--- config.mk ---
export PLATFORM = sky130hd
export DESIGN_NAME = gadget_decompose
export DESIGN_NICKNAME = d
export VERILOG_FILES = /design/src/rtl/gadget_decompose_pkg.sv /design/src/rtl/gadget_decompose_divrem.sv /design/src/rtl/gadget_decompose.sv
export SDC_FILE = /design/constraint.sdc
export NUM_CORES = 1
export LEC_CHECK = 0
export ABC_AREA = 1
export ABC_CLOCK_PERIOD_IN_PS = 9900
export CAP_MARGIN = 20
export CORE_MARGIN = 8
export CORE_UTILIZATION = 53
export DETAILED_ROUTE_END_ITERATION = 7
export HOLD_SLACK_MARGIN = 0.1
export MAX_ROUTING_LAYER = met4
export PLACE_DENSITY = 0.79
export SLEW_MARGIN = 15
export SYNTH_ARGS = -nofsm -noshare
export SYNTH_HDL_FRONTEND = slang
export SYNTH_SLANG_ARGS = --single-unit
--- constraint.sdc ---
create_clock -name clk -period 9.9 [get_ports clk]
set_input_delay 1.98 -clock clk [delete_from_list [all_inputs] [get_ports clk]]
set_output_delay 1.98 -clock clk [all_outputs]
set_load 0.1 [all_outputs]
--- src/rtl/gadget_decompose_pkg.sv ---
// ----------------------------------------------------------------------------
// gadget_decompose_pkg
// Shared TFHE definitions used by the gadget decomposition block and its
// sequential divider.
//   N_DIGITS   : number of gadget digits produced (GPow0..GPow2)
//   gd_state_t : control FSM state encoding
// ----------------------------------------------------------------------------
package gadget_decompose_pkg;

    localparam int N_DIGITS = 3;

    typedef enum logic [2:0] {
        ST_IDLE,
        ST_LOAD,
        ST_DIV,
        ST_ADJ,
        ST_DONE
    } gd_state_t;

endpackage

--- src/rtl/gadget_decompose_divrem.sv ---
// ----------------------------------------------------------------------------
// gadget_decompose_divrem
// Restoring divider, one quotient bit per cycle, DATA_WIDTH bits total.
// The first bit is resolved on the start edge itself (operands taken straight
// from the inputs), so the result is valid DATA_WIDTH-1 edges after start and
// a caller waiting on o_done spends exactly DATA_WIDTH cycles waiting.
// Operands are treated as unsigned; the divisor must be non-zero and below
// 2^(DATA_WIDTH-1) so the shifted partial remainder never overflows.
//   clk, rst     : clock, asynchronous active-high reset
//   i_start      : load operands and begin (may be pulsed again at any time)
//   i_dividend   : dividend
//   i_divisor    : divisor
//   o_quotient   : quotient, valid while o_done=1
//   o_remainder  : remainder, valid while o_done=1
//   o_done       : result valid (level, cleared by the next i_start)
// ----------------------------------------------------------------------------
module gadget_decompose_divrem #(
    parameter int DATA_WIDTH = 32
) (
    input  logic                  clk,
    input  logic                  rst,
    input  logic                  i_start,
    input  logic [DATA_WIDTH-1:0] i_dividend,
    input  logic [DATA_WIDTH-1:0] i_divisor,
    output logic [DATA_WIDTH-1:0] o_quotient,
    output logic [DATA_WIDTH-1:0] o_remainder,
    output logic                  o_done
);

    localparam int CW = (DATA_WIDTH > 1) ? $clog2(DATA_WIDTH) : 1;

    logic [DATA_WIDTH-1:0] r_quo;
    logic [DATA_WIDTH-1:0] r_rem;
    logic [DATA_WIDTH-1:0] r_div;
    logic [CW-1:0]         r_cnt;
    logic                  r_done;

    logic [DATA_WIDTH-1:0] w_cur_quo;
    logic [DATA_WIDTH-1:0] w_cur_rem;
    logic [DATA_WIDTH-1:0] w_cur_div;
    logic [DATA_WIDTH:0]   w_shift;
    logic [DATA_WIDTH:0]   w_diff;
    logic                  w_fit;
    logic [DATA_WIDTH-1:0] w_step_rem;
    logic [DATA_WIDTH-1:0] w_step_quo;

    // On start the step operates on the fresh operands, otherwise on state.
    assign w_cur_quo  = i_start ? i_dividend : r_quo;
    assign w_cur_rem  = i_start ? '0         : r_rem;
    assign w_cur_div  = i_start ? i_divisor  : r_div;

    // Dividend bits shift out of the quotient register MSB-first while
    // quotient bits shift in at the LSB.
    assign w_shift    = {w_cur_rem, w_cur_quo[DATA_WIDTH-1]};
    assign w_diff     = w_shift - {1'b0, w_cur_div};
    assign w_fit      = ~w_diff[DATA_WIDTH];
    assign w_step_rem = w_fit ? w_diff[DATA_WIDTH-1:0] : w_shift[DATA_WIDTH-1:0];
    assign w_step_quo = {w_cur_quo[DATA_WIDTH-2:0], w_fit};

    always_ff @(posedge clk or posedge rst) begin
        if (rst) begin
            r_quo  <= '0;
            r_rem  <= '0;
            r_div  <= '0;
            r_cnt  <= '0;
            r_done <= 1'b0;
        end else if (i_start) begin
            r_quo  <= w_step_quo;
            r_rem  <= w_step_rem;
            r_div  <= i_divisor;
            r_cnt  <= CW'(DATA_WIDTH - 1);
            r_done <= (DATA_WIDTH == 1);
        end else if (r_cnt != '0) begin
            r_quo  <= w_step_quo;
            r_rem  <= w_step_rem;
            r_cnt  <= r_cnt - 1'b1;
            if (r_cnt == CW'(1))
                r_done <= 1'b1;
        end
    end

    assign o_quotient  = r_quo;
    assign o_remainder = r_rem;
    assign o_done      = r_done;

endmodule

--- src/rtl/gadget_decompose.sv ---
// ----------------------------------------------------------------------------
// gadget_decompose
// Balanced gadget decomposition of one coefficient into N_DIGITS digits:
//   value_n = D0 + D1*Bg + D2*Bg^2 + carry_out*Bg^3,  -Bg/2 < Di <= Bg/2
// where value_n is value lifted into [0, Q). Each digit costs one sequential
// divide (DATA_WIDTH cycles) plus one balancing cycle.
//   clk, rst       : clock, asynchronous active-high reset
//   start          : request, sampled only while ready=1
//   Bg, Q, value   : gadget base, modulus, coefficient (signed, |value| < Q)
//   D0, D1, D2     : balanced digits, least significant first
//   carry_out      : residual quotient after the last digit
//   err            : Bg<2 or Q<=0 at capture; digits are then all zero
//   ready, done    : level status (ready in IDLE/DONE, done in DONE)
// ----------------------------------------------------------------------------
module gadget_decompose
    import gadget_decompose_pkg::*;
#(
    parameter int DATA_WIDTH = 32,
    parameter int N_DIGITS   = gadget_decompose_pkg::N_DIGITS
) (
    input  logic                         clk,
    input  logic                         rst,
    input  logic                         start,
    input  logic signed [DATA_WIDTH-1:0] Bg,
    input  logic signed [DATA_WIDTH-1:0] Q,
    input  logic signed [DATA_WIDTH-1:0] value,
    output logic signed [DATA_WIDTH-1:0] D0,
    output logic signed [DATA_WIDTH-1:0] D1,
    output logic signed [DATA_WIDTH-1:0] D2,
    output logic        [DATA_WIDTH-1:0] carry_out,
    output logic                         err,
    output logic                         ready,
    output logic                         done
);

    localparam logic [1:0] LAST_IDX = 2'(N_DIGITS - 1);

    gd_state_t             r_state;
    logic [DATA_WIDTH-1:0] r_bg;
    logic [1:0]            r_idx;
    logic [DATA_WIDTH-1:0] r_d [N_DIGITS];
    logic [DATA_WIDTH-1:0] r_carry;
    logic                  r_err;
    logic                  r_done;
    logic                  r_ready;

    logic                  w_err_in;
    logic [DATA_WIDTH-1:0] w_vn;
    logic                  w_div_start;
    logic [DATA_WIDTH-1:0] w_dividend;
    logic [DATA_WIDTH-1:0] w_divisor;
    logic [DATA_WIDTH-1:0] w_quo;
    logic [DATA_WIDTH-1:0] w_rem;
    logic                  w_div_done;
    logic                  w_round_up;
    logic [DATA_WIDTH-1:0] w_digit;
    logic [DATA_WIDTH-1:0] w_qadj;

    assign w_err_in = (Bg < $signed(DATA_WIDTH'(2))) || (Q < $signed(DATA_WIDTH'(1)));

    // value+Q lies in [0, Q) for negative inputs, so the DATA_WIDTH-bit sum
    // is exact even though the wider sum is what the lift means.
    assign w_vn = value[DATA_WIDTH-1] ? DATA_WIDTH'(value + Q) : value;

    // Balancing: a remainder above Bg/2 becomes negative and pushes one
    // into the running quotient. r == Bg/2 stays positive.
    assign w_round_up = {w_rem, 1'b0} > {1'b0, r_bg};
    assign w_digit    = w_round_up ? (w_rem - r_bg) : w_rem;
    assign w_qadj     = w_quo + {{(DATA_WIDTH-1){1'b0}}, w_round_up};

    // The divider is kicked on the edge leaving LOAD or a non-final ADJ, so
    // the DIV state lasts exactly DATA_WIDTH cycles per digit.
    assign w_div_start = ((r_state == ST_LOAD) && !w_err_in) ||
                         ((r_state == ST_ADJ)  && (r_idx != LAST_IDX));
    assign w_dividend  = (r_state == ST_LOAD) ? w_vn : w_qadj;
    assign w_divisor   = (r_state == ST_LOAD) ? DATA_WIDTH'(Bg) : r_bg;

    gadget_decompose_divrem #(
        .DATA_WIDTH (DATA_WIDTH)
    ) u_divrem (
        .clk         (clk),
        .rst         (rst),
        .i_start     (w_div_start),
        .i_dividend  (w_dividend),
        .i_divisor   (w_divisor),
        .o_quotient  (w_quo),
        .o_remainder (w_rem),
        .o_done      (w_div_done)
    );

    always_ff @(posedge clk or posedge rst) begin
        if (rst) begin
            r_state <= ST_IDLE;
            r_bg    <= '0;
            r_idx   <= '0;
            for (int i = 0; i < N_DIGITS; i++)
                r_d[i] <= '0;
            r_carry <= '0;
            r_err   <= 1'b0;
            r_done  <= 1'b0;
            r_ready <= 1'b1;
        end else begin
            case (r_state)
                ST_IDLE, ST_DONE: begin
                    // The error path enters DONE without done set; it rises
                    // here one cycle later.
                    if (r_state == ST_DONE)
                        r_done <= 1'b1;
                    if (start) begin
                        r_state <= ST_LOAD;
                        r_done  <= 1'b0;
                        r_ready <= 1'b0;
                    end
                end
                ST_LOAD: begin
                    r_bg  <= DATA_WIDTH'(Bg);
                    r_idx <= '0;
                    r_err <= w_err_in;
                    if (w_err_in) begin
                        for (int i = 0; i < N_DIGITS; i++)
                            r_d[i] <= '0;
                        r_carry <= '0;
                        r_ready <= 1'b1;
                        r_state <= ST_DONE;
                    end else begin
                        r_state <= ST_DIV;
                    end
                end
                ST_DIV: begin
                    if (w_div_done)
                        r_state <= ST_ADJ;
                end
                ST_ADJ: begin
                    r_d[r_idx] <= w_digit;
                    if (r_idx == LAST_IDX) begin
                        r_carry <= w_qadj;
                        r_done  <= 1'b1;
                        r_ready <= 1'b1;
                        r_state <= ST_DONE;
                    end else begin
                        r_idx   <= r_idx + 1'b1;
                        r_state <= ST_DIV;
                    end
                end
                default: r_state <= ST_IDLE;
            endcase
        end
    end

    assign D0        = r_d[0];
    assign D1        = r_d[1];
    assign D2        = r_d[2];
    assign carry_out = r_carry;
    assign err       = r_err;
    assign ready     = r_ready;
    assign done      = r_done;

endmodule

==> results of run 1 <==
[cell type report]
cell class | count | area, µm² | area share, %
clock inverters | 14 | 218 | 0.889
inverters | 408 | 1540 | 6.28
diodes | 1 | 2.50 | 0.0102
repair buffers | 245 | 2470 | 10.1
well taps | 518 | 648 | 2.65
flip-flops and latches | 270 | 6760 | 27.6
clock buffers | 43 | 881 | 3.59
multi-input cells | 2362 | 12000 | 48.9
[placed cells by master, fill, tap and decap left out, types with 4 or more instances in the layout]
cell type	instances
a211oi_1	5
a21oi_1	160
a21oi_2	4
a22o_1	6
a31oi_1	4
and2_1	5
buf_4	12
bufinv_16	5
clkbuf_1	6
clkbuf_16	31
clkbuf_8	6
clkdlybuf4s50_1	229
dfrtp_1	269
ha_1	133
inv_1	399
inv_2	6
nand2_1	1041
nand2_2	15
nand3_1	313
nand3b_1	6
nand4_1	40
nor2_1	247
nor2_2	7
nor2_4	7
nor3_1	41
nor4_1	8
o211ai_1	11
o21ai_0	120
o21ai_1	32
o21ai_2	8
o21bai_1	11
or2_2	36
xnor2_1	16
xor2_1	53
[per-stage QoR]
stage	hold WS, ns	setup WS, ns	utilization (%)	cells
after floorplan	0.444	0.483	-	3137
after CTS	0.481	2.71	63.3	3859
after global routing	0.496	2.02	63.4	3861
after detailed placement	0.465	2.33	60.5	3802
final	0.479	2.60	63.4	3861
after global placement	0.454	2.50	60.4	3800
[routing by layer]
metal	global-route usage [%]	up-vias
met4	7.80	0
met1	48.6	10200
met2	47.7	1049
li1	-	10400
met5	-	-
met3	3.55	95
[state kept, by name (all words and copies together) (netlist names)]
| name | flops |
|---|---|
| D0 | 32 |
| D1 | 32 |
| D2 | 32 |
| carry_out | 32 |
| r_bg | 32 |
| u_divrem.o_quotient | 32 |
| u_divrem.o_remainder | 32 |
| u_divrem.r_div | 32 |
| u_divrem.r_cnt | 5 |
| r_state | 3 |
| r_idx | 2 |
| done | 1 |
| err | 1 |
| ready | 1 |
| u_divrem.o_done | 1 |
[kinds of logic (layout without fill, tap and decap cells)]
logic type	Yosys count	after routing	synth area share, %
AND/OR/NAND/NOR	1783	1783	36.6
buffers and inverters	505	710	9.67
AO/OA/AOI/OAI	374	374	9.87
flip-flops	270	270	32.6
adder cells (fa/ha/maj)	136	136	8.32
XOR/XNOR	69	69	2.92
other	0	1	0
[worst min path at each step]
| stage | startpoint | end | slack, ns |
|---|---|---|---|
| after floorplan | u_divrem.r_div[0] | u_divrem.r_div[0] | 0.44 |
| after global placement | carry_out[7] | carry_out[7] | 0.45 |
| after detailed placement | D0[12] | D0[12] | 0.47 |
| after CTS | D2[16] | D2[16] | 0.48 |
| after global routing | D0[22] | D0[22] | 0.50 |
| final | D2[16] | D2[16] | 0.48 |
[critical path: cells and delay by family (launching register included)]
kind / cells / cell delay (ns)
and+or+nand+nor: 23 / 4.26
AOI/OAI and AO/OA: 4 / 0.75
adders and majority gates: 4 / 1.02
buffers and inverters: 4 / 0.41
DFF: 1 / 0.50
xor gates and xnor gates: 1 / 0.21
==> flow_metrics.tcl, run 1 <==
set metrics [dict create \
    outcome "completed" \
    placed_cell_area_mm2 0.0234 \
    antenna_found_initial 1 \
    yosysSeqAreaShare_pct 32.6 \
    path_clk_slew_ns 0.06 \
    hold_buffers 0 \
    met3WireLength_um 6840 \
    syn_nets 3372 \
    wl_met1_um 33900 \
    crit_fanout 33 \
    timing.final.crit_share_pct 73.8 \
    grt_pass1_wl_um 115000 \
    drt-total-wl_um 74100 \
    grt_overflow 0 \
    nets 3553 \
    fin_crit_ns 7.30 \
    drive_gt1_share_pct 4.88 \
    timing.rr.end "u_divrem.o_remainder[8]" \
    yosysMostFrequentCell "nand2_1" \
    post-cts-setup-buffers 0 \
    cts_tree "yes" \
    synth_top_area_share_pct 32.5 \
    netlist_top_cells_area "dfrtp_1, nand2_1, ha_1" \
    post_cts_resize_count 0 \
    cp-start-kind "register" \
    area_delta_synth_final_pct 18.2 \
    clock_path_buffers 3 \
    slew_violations 0 \
    ys_warn_count 0 \
    top_layer_used "met4" \
    h-tree-depth 1 \
    clock_skew_ns 0.0219 \
    via_per_inst 5.65 \
    hold_path_class "register to register" \
    die_x_um 214 \
    clkSinkCount 270 \
    design.core.area_mm2 0.0386 \
    port_buffers 229 \
    timing.rr.start "u_divrem.o_remainder[19]" \
    rsz0062_at_grt "no" \
    clk_latency_ns 0.58 \
    endpoint "u_divrem.o_remainder[8]" \
    dieArea_mm2 0.0457 \
    hpwl_um 58000 \
    synthFlopType "dfrtp_1" \
    ys_types 54 \
    grt_pass1_vias 20500 \
    hold_depth 2 \
    synthesis.area_mm2 0.0207 \
    synth_seq_cells 270 \
    synth.avg_cell_area_um2 6.61 \
    cp_slowest_cell "nand2_2" \
    vias 21800 \
    final_area_mm2 0.0245 \
    gp_congestion 0.987 \
    hold_violations 0 \
    grt_max_degree 153 \
    critPathMostFrequentCell "nand2_1" \
    fill_cells 3565 \
    max-slew-margin-rel_pct 31.6 \
    netlist_instances 3137 \
    critPathRequiredTime_ns 10.37 \
    drc 0 \
    criticalPathCategory "register to register" \
    start_util_pct 53.6 \
    ant_nets 0 \
    reg2regPathDepth 36 \
    synth.largest_area_cell "dfrtp_1" \
    max_clock_freq_ghz 0.137 \
    cts_buffers 31 \
    clock-root-buffer "clkbuf_16" \
    worst_slew_pin_slew_ns 1.02 \
    die_h_um 214 \
    critPathLaunch "u_divrem.o_remainder[19]" \
    synthArstFlopShare_pct 100 \
    avgRoutedWirePerCell_um 19.2 \
    regToRegSetupSlack_ns 2.60 \
    rows 72 \
    track_usage_pct 32.9 \
    cap_violations 0 \
    cp.arrival_ns 7.77 \
    setup_violations 0 \
    critPathMaxStageDelay_ns 0.85 \
    setup_tns_ns 0 \
    synth_common_cells "nand2_1, inv_1, nand3_1, dfrtp_1, nor2_1" \
    met2_length_um 31700 \
    num_io_pins 230 \
    drt-pass1-iter-count 6 \
    cp-end-kind "register" \
    dr.first_iter.drc_count 2336 \
    synth_edf_count 0 \
]
Power of run 1 is left out: the tool's default activity adds up to more than one toggle a clock period on the data nets, which glitch-free logic cannot reach.
==> inputs of run 2 (changes only) <==
Settings changed: ABC_CLOCK_PERIOD_IN_PS 9900 to 5950.
Clock period 9.9 ns to 5.95 ns, I/O delays scaled along.
==> run 2 against run 1 <==
  * Clock skew is 0.0067 ns lower
  * Highest routed layer unchanged
  * Hold slack worse by 0.0060 ns
  * Critical endpoint unchanged
  * Setup slack worse by 2.1 ns
  * Cell count rose by 0.65%
  * Final area increased by 0.92%
  * Register-to-register slack worse by 2.1 ns
  * Critical path type unchanged
  * Clock-buffer cell count is the same
  * Flip-flop and latch count stayed put
  * Non-clock buffer count up 26
  * Via count up 0.92%
  * First-iteration DRC count is 5.4% lower
==> flow_metrics.tcl, run 2 (synthesis results as in run 1) <==
set metrics [dict create \
    final_cell_mix "nand2_1, inv_1, nand3_1" \
    critPathRequiredTime_ns 6.42 \
    dr.first_iter.drc_count 2210 \
    gp_congestion 0.988 \
    via_per_inst 5.66 \
    setup_violations 0 \
    clock_skew_ns 0.0152 \
    clock-root-buffer "clkbuf_16" \
    ant_nets 0 \
    hold_depth 2 \
    slew_violations 0 \
    cts_tree "yes" \
    drc 0 \
    die_h_um 214 \
    critPathMostFrequentCell "nand2_1" \
    avgRoutedWirePerCell_um 19.3 \
    drive_gt1_share_pct 5.70 \
    whs_ns 0.473 \
    max-slew-margin-rel_pct 31.8 \
    dieArea_mm2 0.0457 \
    hold_path_class "register to register" \
    drt-pass1-iter-count 6 \
    clock_path_buffers 3 \
    die_x_um 214 \
    cp_slowest_cell "nor4_2" \
    grt_pass1_wl_um 117000 \
    grt_overflow 0 \
    hold_violations 0 \
    diodes 0 \
    area_delta_synth_final_pct 19.3 \
    cp-start-kind "register" \
    final_common_cell "nand2_1" \
    path_clk_slew_ns 0.06 \
    h-tree-depth 1 \
    rsz0062_at_grt "no" \
    cts_buffers 31 \
    clk_latency_ns 0.59 \
    grt_max_degree 129 \
    antenna_found_initial 0 \
    criticalPathCategory "register to register" \
    fill_cells 3548 \
    crit_fanout 16 \
    grt_pass1_vias 20600 \
    fin_crit_ns 5.50 \
    track_usage_pct 33.3 \
    regToRegSetupSlack_ns 0.45 \
    nets 3579 \
    multi_input_comb_area_mm2 0.0120 \
    cp.arrival_ns 5.97 \
    critPathMaxStageDelay_ns 0.42 \
    design.core.area_mm2 0.0386 \
    port_buffers 229 \
    clkSinkCount 270 \
    vias 22000 \
    hpwl_um 58900 \
    num_io_pins 230 \
    cp-end-kind "register" \
    worst_slew_pin_slew_ns 1.02 \
    reg2regPathDepth 34 \
    register_area_mm2 0.00676 \
    setup_tns_ns 0 \
    max_clock_freq_ghz 0.182 \
    drt-total-wl_um 74900 \
    timing.final.crit_share_pct 92.4 \
    cap_violations 0 \
    outcome "completed" \
    rows 72 \
    start_util_pct 53.6 \
]
==> run 2: changes by cell type in the layout (fill, tap and decap cells not counted), sizes merged <==
cell	before	now
buf	16	41
clkinv	6	8
bufinv	5	4
clkbuf	43	44
diode	1	0
inv	409	408
==> run 2: metrics by stage <==
step	area, µm²	worst slack (ns)	utilization [%]	std cells
floorplan	20700	1.19	-	3137
global placement	23600	0.466	61.1	3827
detailed placement	23600	0.402	61.1	3828
CTS	24700	0.383	63.9	3885
global route	24700	0.0118	64.0	3886
finish	24700	0.453	64.0	3886
==> run 2: final timing paths <==
| path | start | end |
|---|---|---|
| worst max-delay path | r_bg[7] | u_divrem.o_remainder[8] |
| worst min-delay path | carry_out[7] | carry_out[7] |
| worst max register to register | r_bg[7] | u_divrem.o_remainder[8] |
| worst min register to register | carry_out[7] | carry_out[7] |
| max in group asynchronous | rst | u_divrem.r_div[23] |
| min in group asynchronous | rst | carry_out[17] |
==> run 2: worst max-delay path: cells and delay by family, from the launching register on <==
kind | cells | cell delay, ns
flops | 1 | 0.32
compound gates | 2 | 0.39
fa+ha+maj | 4 | 1.06
buf+inv | 5 | 0.50
simple gates | 22 | 2.93
xor+xnor | 1 | 0.19
==> run 2: layout make-up <==
cell class | instances | area share [%]
multi-input combinational | 2362 | 48.6
clock inverter | 14 | 0.774
sequential | 270 | 27.3
tap | 518 | 2.62
inverter | 408 | 6.21
clock buffer | 43 | 3.60
timing repair buffer | 271 | 10.9
==> run 2: repair_timing <==
action / in CTS / in global routing
hold endpoints to repair: 0 / 0
setup buffers: 0 / 0
endpoints found under the setup margin: 0 / 22
gates resized for setup: 0 / 3
hold buffers: 0 / 0
==> run 2: routing by layer <==
metal,track usage (%),routed length (µm)
met5,-,0
met4,9.05,1950
met3,4.59,7050
met2,47.1,31200
met1,49.1,34700
Power of run 2 is left out for the same reason.
